## src/rtl/iic_pkg.sv

```systemverilog
// Shared types and constants for the 16-bit-address / 8-bit-data I2C master.
package iic_pkg;

   typedef enum logic [3:0] {
      StIdle,
      StStart,
      StDevW,
      StAddrH,
      StAddrL,
      StWdata,
      StRstart,
      StDevR,
      StRdata,
      StStop
   } iic_state_t;

   localparam logic W_BIT = 1'b0;
   localparam logic R_BIT = 1'b1;

   function automatic int unsigned div_width(input int unsigned div);
      return (div < 2) ? 1 : $clog2(div);
   endfunction

endpackage

```

## src/rtl/iic_tick_gen.sv

```systemverilog
// Quarter-SCL tick generator: one-cycle pulse every DIV clocks while enabled, cleared when not.
module iic_tick_gen
   import iic_pkg::*;
#(
   parameter int unsigned DIV = 4
) (
   input  logic clk,
   input  logic rstn,
   input  logic i_en,
   output logic o_tick
);

   localparam int unsigned CW = div_width(DIV);
   localparam logic [CW-1:0] LAST = CW'(DIV - 1);

   logic [CW-1:0] r_cnt;

   always_ff @(posedge clk or negedge rstn) begin
      if (!rstn) begin
         r_cnt <= '0;
      end else if (!i_en || (r_cnt == LAST)) begin
         r_cnt <= '0;
      end else begin
         r_cnt <= r_cnt + 1'b1;
      end
   end

   assign o_tick = i_en && (r_cnt == LAST);

endmodule

```

## src/rtl/iic_master_a16d8.sv

```systemverilog
// I2C master: single-register write or random read with 8-bit device ID, 16-bit address and
// 8-bit data over an open-drain SCL/SDA pair.
module iic_master_a16d8
   import iic_pkg::*;
#(
   parameter int unsigned CLK_FREQ = 50_000_000,
   parameter int unsigned IIC_FREQ = 100_000
) (
   input  logic        clk,
   input  logic        rstn,
   input  logic [7:0]  device_id,
   input  logic        iic_trig,
   input  logic        w_r,
   input  logic [15:0] addr,
   input  logic [7:0]  data_in,
   output logic        busy,
   output logic [7:0]  data_out,
   output logic        byte_over,
   output logic        ack_err,
   output logic        scl,
   output logic        sda_oe,
   input  logic        sda_in
);

   localparam int unsigned DIV = CLK_FREQ / (4 * IIC_FREQ);

   iic_state_t  r_state, w_state_d;
   logic [1:0]  r_q, w_q_d;
   logic [2:0]  r_bit, w_bit_d;
   logic        r_ack, w_ack_d;
   logic [7:0]  r_shift, w_shift_d;
   logic [6:0]  r_dev, w_dev_d;
   logic        r_wr, w_wr_d;
   logic [15:0] r_addr, w_addr_d;
   logic [7:0]  r_wdata, w_wdata_d;
   logic [7:0]  r_data_out, w_data_out_d;
   logic        r_ack_err, w_ack_err_d;
   logic        r_byte_over, w_byte_over_d;
   logic        r_busy, r_scl, r_sda_oe;
   logic [1:0]  w_drive;
   logic        w_tick, w_tx_state, w_unused;

   // {scl, sda_oe} for the current quarter of each state.
   function automatic logic [1:0] bus_drive(input iic_state_t st, input logic [1:0] q,
                                            input logic ack, input logic txb);
      logic mid;
      mid = (q == 2'd1) || (q == 2'd2);
      case (st)
         StIdle:   return 2'b10;
         StStart:  return {q != 2'd3, q[1]};
         StRstart: return {mid, q[1]};
         StStop:   return {q != 2'd0, ~q[1]};
         StRdata:  return {mid, 1'b0};
         default:  return {mid, ~ack & ~txb};
      endcase
   endfunction

   iic_tick_gen #(
      .DIV (DIV)
   ) u_tick (
      .clk    (clk),
      .rstn   (rstn),
      .i_en   (r_state != StIdle),
      .o_tick (w_tick)
   );

   assign w_tx_state = (r_state == StDevW) || (r_state == StAddrH) || (r_state == StAddrL) ||
                       (r_state == StWdata) || (r_state == StDevR);
   assign w_unused   = device_id[0];
   assign w_drive    = bus_drive(r_state, r_q, r_ack, r_shift[7]);

   always_comb begin
      w_state_d     = r_state;
      w_q_d         = r_q;
      w_bit_d       = r_bit;
      w_ack_d       = r_ack;
      w_shift_d     = r_shift;
      w_dev_d       = r_dev;
      w_wr_d        = r_wr;
      w_addr_d      = r_addr;
      w_wdata_d     = r_wdata;
      w_data_out_d  = r_data_out;
      w_ack_err_d   = r_ack_err;
      w_byte_over_d = 1'b0;
      if (r_state == StIdle) begin
         w_q_d   = 2'd0;
         w_bit_d = 3'd7;
         w_ack_d = 1'b0;
         if (iic_trig) begin
            w_state_d   = StStart;
            w_dev_d     = device_id[7:1];
            w_wr_d      = w_r;
            w_addr_d    = addr;
            w_wdata_d   = data_in;
            w_ack_err_d = 1'b0;
            w_shift_d   = {device_id[7:1], W_BIT};
         end
      end else if (w_tick) begin
         w_q_d = r_q + 2'd1;
         if (r_q == 2'd2) begin
            // Sample point: SCL has been high for two quarters.
            if (r_ack) begin
               if (r_state == StRdata) begin
                  w_data_out_d  = r_shift;
                  w_byte_over_d = 1'b1;
               end else if (w_tx_state) begin
                  if (sda_in) begin
                     w_ack_err_d = 1'b1;
                  end else if (r_state == StWdata) begin
                     w_byte_over_d = 1'b1;
                  end
               end
            end else if (r_state == StRdata) begin
               w_shift_d = {r_shift[6:0], sda_in};
            end
         end else if (r_q == 2'd3) begin
            case (r_state)
               StStart: w_state_d = StDevW;
               StRstart: begin
                  w_state_d = StDevR;
                  w_shift_d = {r_dev, R_BIT};
               end
               StStop: w_state_d = StIdle;
               default: begin
                  if (!r_ack) begin
                     if (r_bit == 3'd0) begin
                        w_ack_d = 1'b1;
                     end else begin
                        w_bit_d = r_bit - 3'd1;
                     end
                     if (r_state != StRdata) begin
                        w_shift_d = {r_shift[6:0], 1'b0};
                     end
                  end else begin
                     w_ack_d = 1'b0;
                     w_bit_d = 3'd7;
                     if (r_ack_err) begin
                        w_state_d = StStop;
                     end else begin
                        case (r_state)
                           StDevW: begin
                              w_state_d = StAddrH;
                              w_shift_d = r_addr[15:8];
                           end
                           StAddrH: begin
                              w_state_d = StAddrL;
                              w_shift_d = r_addr[7:0];
                           end
                           StAddrL: begin
                              if (r_wr) begin
                                 w_state_d = StWdata;
                                 w_shift_d = r_wdata;
                              end else begin
                                 w_state_d = StRstart;
                              end
                           end
                           StDevR:  w_state_d = StRdata;
                           default: w_state_d = StStop;
                        endcase
                     end
                  end
               end
            endcase
         end
      end
   end

   always_ff @(posedge clk or negedge rstn) begin
      if (!rstn) begin
         r_state     <= StIdle;
         r_q         <= 2'd0;
         r_bit       <= 3'd7;
         r_ack       <= 1'b0;
         r_shift     <= 8'h00;
         r_dev       <= 7'h00;
         r_wr        <= 1'b0;
         r_addr      <= 16'h0000;
         r_wdata     <= 8'h00;
         r_data_out  <= 8'h00;
         r_ack_err   <= 1'b0;
         r_byte_over <= 1'b0;
         r_busy      <= 1'b0;
         r_scl       <= 1'b1;
         r_sda_oe    <= 1'b0;
      end else begin
         r_state     <= w_state_d;
         r_q         <= w_q_d;
         r_bit       <= w_bit_d;
         r_ack       <= w_ack_d;
         r_shift     <= w_shift_d;
         r_dev       <= w_dev_d;
         r_wr        <= w_wr_d;
         r_addr      <= w_addr_d;
         r_wdata     <= w_wdata_d;
         r_data_out  <= w_data_out_d;
         r_ack_err   <= w_ack_err_d;
         r_byte_over <= w_byte_over_d;
         r_busy      <= (w_state_d != StIdle);
         r_scl       <= w_drive[1];
         r_sda_oe    <= w_drive[0];
      end
   end

   assign busy      = r_busy;
   assign data_out  = r_data_out;
   assign byte_over = r_byte_over;
   assign ack_err   = r_ack_err;
   assign scl       = r_scl;
   assign sda_oe    = r_sda_oe;

endmodule

```

## config.mk

```make
export PLATFORM = sky130hd
export DESIGN_NAME = iic_master_a16d8
export DESIGN_NICKNAME = d
export VERILOG_FILES = /design/src/rtl/iic_pkg.sv /design/src/rtl/iic_tick_gen.sv /design/src/rtl/iic_master_a16d8.sv
export SDC_FILE = /design/constraint.sdc
export NUM_CORES = 1
export LEC_CHECK = 0
export BUFFER_PORTS_ARGS = -buffer_cell sky130_fd_sc_hd__buf_4
export CORE_UTILIZATION = 45
export CTS_BUF_LIST = sky130_fd_sc_hd__clkbuf_4
export DETAILED_ROUTE_END_ITERATION = 6
export SYNTH_ARGS = -nofsm -noshare
export SYNTH_HDL_FRONTEND = slang
export SYNTH_SLANG_ARGS = --single-unit
```

## constraint.sdc

```tcl
create_clock -name clk -period 6.2 [get_ports clk]
set_input_delay 1.24 -clock clk [delete_from_list [all_inputs] [get_ports clk]]
set_output_delay 1.24 -clock clk [all_outputs]
set_load 0.05 [all_outputs]
```

* Yosys cells after proc, flatten, opt, wreduce, memory -nomap -nowiden
Index checks and enable logic that the tools add are counted.
** Word-level totals
- Memories kept :: 0
- Latch bits :: 0
- Register bits :: 70
- ROM bits :: 0
- Memory bits (writable) :: 0
- Word-level logic and storage cells :: 136
** Operators by class
- Equal/unequal tests :: 26
- Add/sub/neg operators :: 3
- Div/mod/pow operators :: 0
- Multipliers :: 0
- Reductions and logical operators :: 29
- Shift operators :: 0
- Mux-type cells :: 57
- Magnitude comparators :: 0
- Bitwise gates (word level) :: 5
** Operator list (number)
- $mux 8 :: 11
- $mux 4 :: 7
- $pmux 8 s3 :: 1
- $mux 1 :: 23
- $mux 3 :: 7
- $eq 4x3->1 const B :: 4
- $pmux 4 s4 :: 1
- $pmux 8 s2 :: 1
- $reduce_bool 2->1 :: 7
- $pmux 4 s3 :: 1
- $pmux 2 s5 :: 1
- $reduce_and 10->1 :: 1
- $reduce_and 5->1 :: 2
- $eq 4x2->1 const B :: 2
- $eq 4x4->1 const B :: 2
- $reduce_bool 4->1 :: 2
- $add 7x1->7 const B :: 1
- $eq 7x7->1 const B :: 1
- $mux 7 :: 1
- $ne 7x6->1 const B :: 1
- $reduce_and 7->1 :: 1
- $logic_or 1x1->1 :: 6
- $mux 2 :: 3
- $ne 2x2->1 const B :: 3
- other kinds (24) :: 30

* Longest topological paths before layout
- Depth in word-level cells :: 11
- Mapped depth :: 9
- Depth with buffers taken out :: 7

* Hierarchy
From an unflattened synthesis, not the netlist that was laid out.
** Second synthesis, totals
- Cells, all modules :: 409
- Area total of the unflattened synthesis :: 4038.9 µm²
** Modules (own cells, without submodules)
- iic_master_a16d8 :: sequential area each 1581.5 µm², cells each 373, instances 1, area an instance 3686.0 µm²
- iic_tick_gen :: sequential area each 175.2 µm², cells each 36, instances 1, area an instance 352.8 µm²

* Worst setup path before layout
OpenSTA, ideal clock, no wires.
- Kind :: input-to-reg
- From :: input port iic_trig
- To :: register r_shift[0]
- Stages :: 5
- Required time :: 6.072 ns
- Arrival :: 2.252 ns
- Path slack :: 3.821 ns
- Buffers on the path :: 1
- Cell sequence :: and2_1 o221ai_2 o21ba_1 buf_4 mux2_1
** On the way
- Word-level cells in the longest chain between the ends :: 2
** Ends and longest elaborated chain
- from (decl) :: line iic_master_a16d8.sv:12 : input logic iic_trig,
- $ne 2x2->1 (no source line)
- $reduce_and 10->1 (no source line)
- to (signal assigned) :: line iic_master_a16d8.sv:190 : r_shift <= w_shift_d;
- to (decl) :: line iic_master_a16d8.sv:31 : logic [7:0] r_shift, w_shift_d;
Every way passes these cells.
A chain may end at the register's enable or synchronous reset.

* Worst setup path in the final report
- From :: register r_state[1]
- To :: register r_shift[3]
** On the way
- Word-level cells in the longest chain between the ends :: 9
- Elaborated cells between the ends (all ways) :: 31
- Classes of those cells :: eq/ne (15); mux (8); reduce/logical (8)
** Ends and longest elaborated chain
- from (decl) :: line iic_master_a16d8.sv:27 : iic_state_t r_state, w_state_d;
- from (signal assigned) :: line iic_master_a16d8.sv:170 : r_state <= StIdle;
- from (signal assigned) :: line iic_master_a16d8.sv:186 : r_state <= w_state_d;
- $eq 4x3->1 or $eq 4x2->1 (tied branches) :: line iic_master_a16d8.sv:140 : case (r_state)
- $pmux 8 s3 :: line iic_master_a16d8.sv:140
- $mux 8 :: line iic_master_a16d8.sv:137 : if (r_ack_err) begin
- $mux 8 :: line iic_master_a16d8.sv:125 : if (!r_ack) begin
- $pmux 8 s2 :: line iic_master_a16d8.sv:117 : case (r_state)
- $mux 8 :: line iic_master_a16d8.sv:116 : end else if (r_q == 2'd3) begin
- $mux 8 :: line iic_master_a16d8.sv:100 : if (r_q == 2'd2) begin
- $mux 8 :: line iic_master_a16d8.sv:98 : end else if (w_tick) begin
- $mux 8 :: line iic_master_a16d8.sv:85 : if (r_state == StIdle) begin
Several ways; a longest one is shown, not always the timed one. The select of a mux whose other input is x is not followed.

==> impl_metrics.tcl <==
set metrics [dict create \
    p_leak_uw 0.00198 \
    synth_nets 407 \
    antenna_found_initial 0 \
    critical_path_class "flip-flop to flip-flop" \
    gr-usage-all-layers 0.222 \
    ys.flop_type "dfrtp_1" \
    dr.pass1.iters 5 \
    area_growth_syn_to_layout_pct 14.8 \
    wl_met2_um 4280 \
    dr_total_vias 2950 \
    avgSynthCellArea_sq_um 10.6 \
    fin_crit_sh 0.444 \
    cts-root-buf "clkbuf_4" \
    viasPerCell 5.76 \
    cts_max_level 3 \
    routabilityCongestion 0.823 \
    finalSetupViolations 0 \
    clk_path_buf_depth 2 \
    hold_start "r_dev[5]" \
    path_clk_slew_ns 0.12 \
    finalSetupTns_ns 0 \
    critPathArrivalTime_ns 3.05 \
    tightest_slew_ns 0.981 \
    cp-start-kind "flip-flop" \
    yosysUniqueCellTypes 68 \
    cts_resized 0 \
    fmax_mhz 363 \
    postSynthCellCount 363 \
    grt_pass1_wl_um 15100 \
    whs_endpoint "r_dev[5]" \
    overflow 0 \
    holdBufCountCts 0 \
    pre_cts_ws_ns 3.42 \
    nets 446 \
    setup_ws_ns 3.45 \
    final_common_cell "dfrtp_1" \
    end_kind "flip-flop" \
    wl_met3_um 395 \
    synth_seq_cells 70 \
    maxCapViolations 0 \
    ys_warn_count 0 \
    ios 50 \
    cp.required_ns 6.50 \
    period_needed_ns 2.75 \
    maxSlewHeadroom 0.346 \
    whs_path_depth 1 \
    r2r-start "r_state[1]" \
    drv_slew 0 \
    m1WireLength_um 4030 \
    grt_max_degree 71 \
    r2r_cells 5 \
    reg2reg_slack_ns 3.45 \
    grt_pass1_vias 3048 \
    post-dp-hpwl_um 6050 \
    p_per_area_mw_per_mm2 284 \
    multi_input_area_sq_mm 0.00189 \
    start_util 0.467 \
    dieArea_sq_mm 0.00891 \
    clkLatencyLatePin_ns 0.41 \
    rows 33 \
    cts_tree "built" \
    ant_nets 0 \
    fin_skew_ns 0.0123 \
    min_path_type "flip-flop to flip-flop" \
    routed_wl_um 8910 \
    drtIter0Drc 129 \
    routed.top_layer "met4" \
    synth_area_sq_mm 0.00384 \
    yosysSeqAreaShare 0.457 \
    io_buffers 48 \
    numCtsBuffers 9 \
    cts_sinks 70 \
    n_antenna_cell 0 \
    route.detailed.drc 0 \
    drive_above_1_share 0.265 \
    async_flop_share 1.00 \
    regArea_sq_mm 0.00176 \
    cts_setup_buffers 0 \
    r2r_end "r_shift[3]" \
    critPathMaxFanout 28 \
    dieWidth_um 94.4 \
    rsz0062_at_grt "no" \
    layout_common_cells "66 x dfrtp_1, 51 x buf_4, 26 x mux2_2" \
    die_h_um 94.4 \
    wire_per_inst_um 17.4 \
    ir_drop_v 0.000169 \
    final_hold_viol_count 0 \
    status "finished clean" \
    coreArea_sq_mm 0.00822 \
    fillCellCount 764 \
    synth_edf_count 0 \
]
-- flip-flops by register name, indices dropped and copies added, names as in the netlist, 2 cells and up --
| signal | flops |
|---|---|
| r_shift | 8 |
| data_out | 8 |
| r_dev | 7 |
| r_wdata | 8 |
| r_bit | 3 |
| r_q | 2 |
| r_addr | 16 |
| r_state | 4 |
| u_tick.r_cnt | 7 |
-- metal layers --
metal / global-route usage / up-vias
li1: - / 1414
met3: 0.0451 / 16
met5: 0 / -
met4: 0.0885 / 0
met2: 0.355 / 91
met1: 0.295 / 1429
-- metrics by stage --
stage	total power [uW]	util	area (sq um)	instances	hold WS (ns)
after CTS	1270	0.536	4410	512	0.506
after detailed placement	928	0.517	4250	496	0.478
final	1250	0.536	4410	512	0.504
after global placement	915	0.517	4250	496	0.472
after floorplan	837	-	3840	363	0.458
after global routing	1330	0.536	4410	512	0.528
-- worst max-delay path: stages, from the launching register on --
cell and delay, ns:
dfrtp_1 1.00, nand2b_1 0.17, a21o_1 0.21, a21oi_1 0.50, o21ba_1 0.40, mux2_1 0.36
-- cell usage after synthesis, types with 3 or more instances --
master    count  share of area
mux2i_1       6          0.016
mux2_2       26          0.076
and3_1        3         0.0049
clkbuf_1      8         0.0078
o21ai_0      21          0.027
ha_1          7          0.023
o221ai_1      3         0.0068
nor3b_1       3         0.0059
inv_1        21          0.021
o21ai_1       3         0.0039
nand3_1       6         0.0078
nor2b_1       3         0.0049
a211oi_1      4         0.0078
a21oi_1      17          0.022
mux2_1       12          0.035
a31oi_1       3         0.0049
a22oi_1       4         0.0078
nand2_1      22          0.022
dfstp_2       4          0.027
nor2_1       21          0.021
nand2b_1      8          0.013
o32ai_1       6          0.014
a221o_1       6          0.016
dfrtp_1      66           0.43
buf_2        13          0.017
xnor2_1       3         0.0068
nor3_1        3         0.0039
a221oi_1      6          0.014
xor2_1        4         0.0091
-- worst max path at each step --
stage                     from  cells after the start          to
floorplan             iic_trig                      5  r_shift[0]
global placement      iic_trig                      5        busy
detailed placement    iic_trig                      5        busy
CTS                 r_state[1]                      5  r_shift[3]
global route        r_state[1]                      5  r_shift[3]
finish              r_state[1]                      5  r_shift[3]
-- area by class of cell --
class	instances	area share
multi-input combinational	247	0.429
sequential	70	0.399
timing repair buffer	51	0.0869
tap	105	0.0298
inverter	23	0.0196
clock inverter	6	0.0193
clock buffer	10	0.0170
-- cell families (layout without fill, tap and decap cells) --
kind of cell,after synthesis,in the layout,synth area share
AO/OA/AOI/OAI,95,95,0.175
XOR/XNOR,7,7,0.0160
adder cells (fa/ha/maj),7,7,0.0228
buffers and inverters,46,90,0.0502
flip-flops,70,70,0.457
multiplexers,44,44,0.127
AND/OR/NAND/NOR,94,94,0.152
-- power by group --
| part | internal (uW) | total [uW] | switching, uW |
|---|---|---|---|
| logic | 134 | 254 | 120 |
| registers | 574 | 662 | 88.5 |
| clock network | 168 | 334 | 167 |
Power figures use the tool's default switching activity.
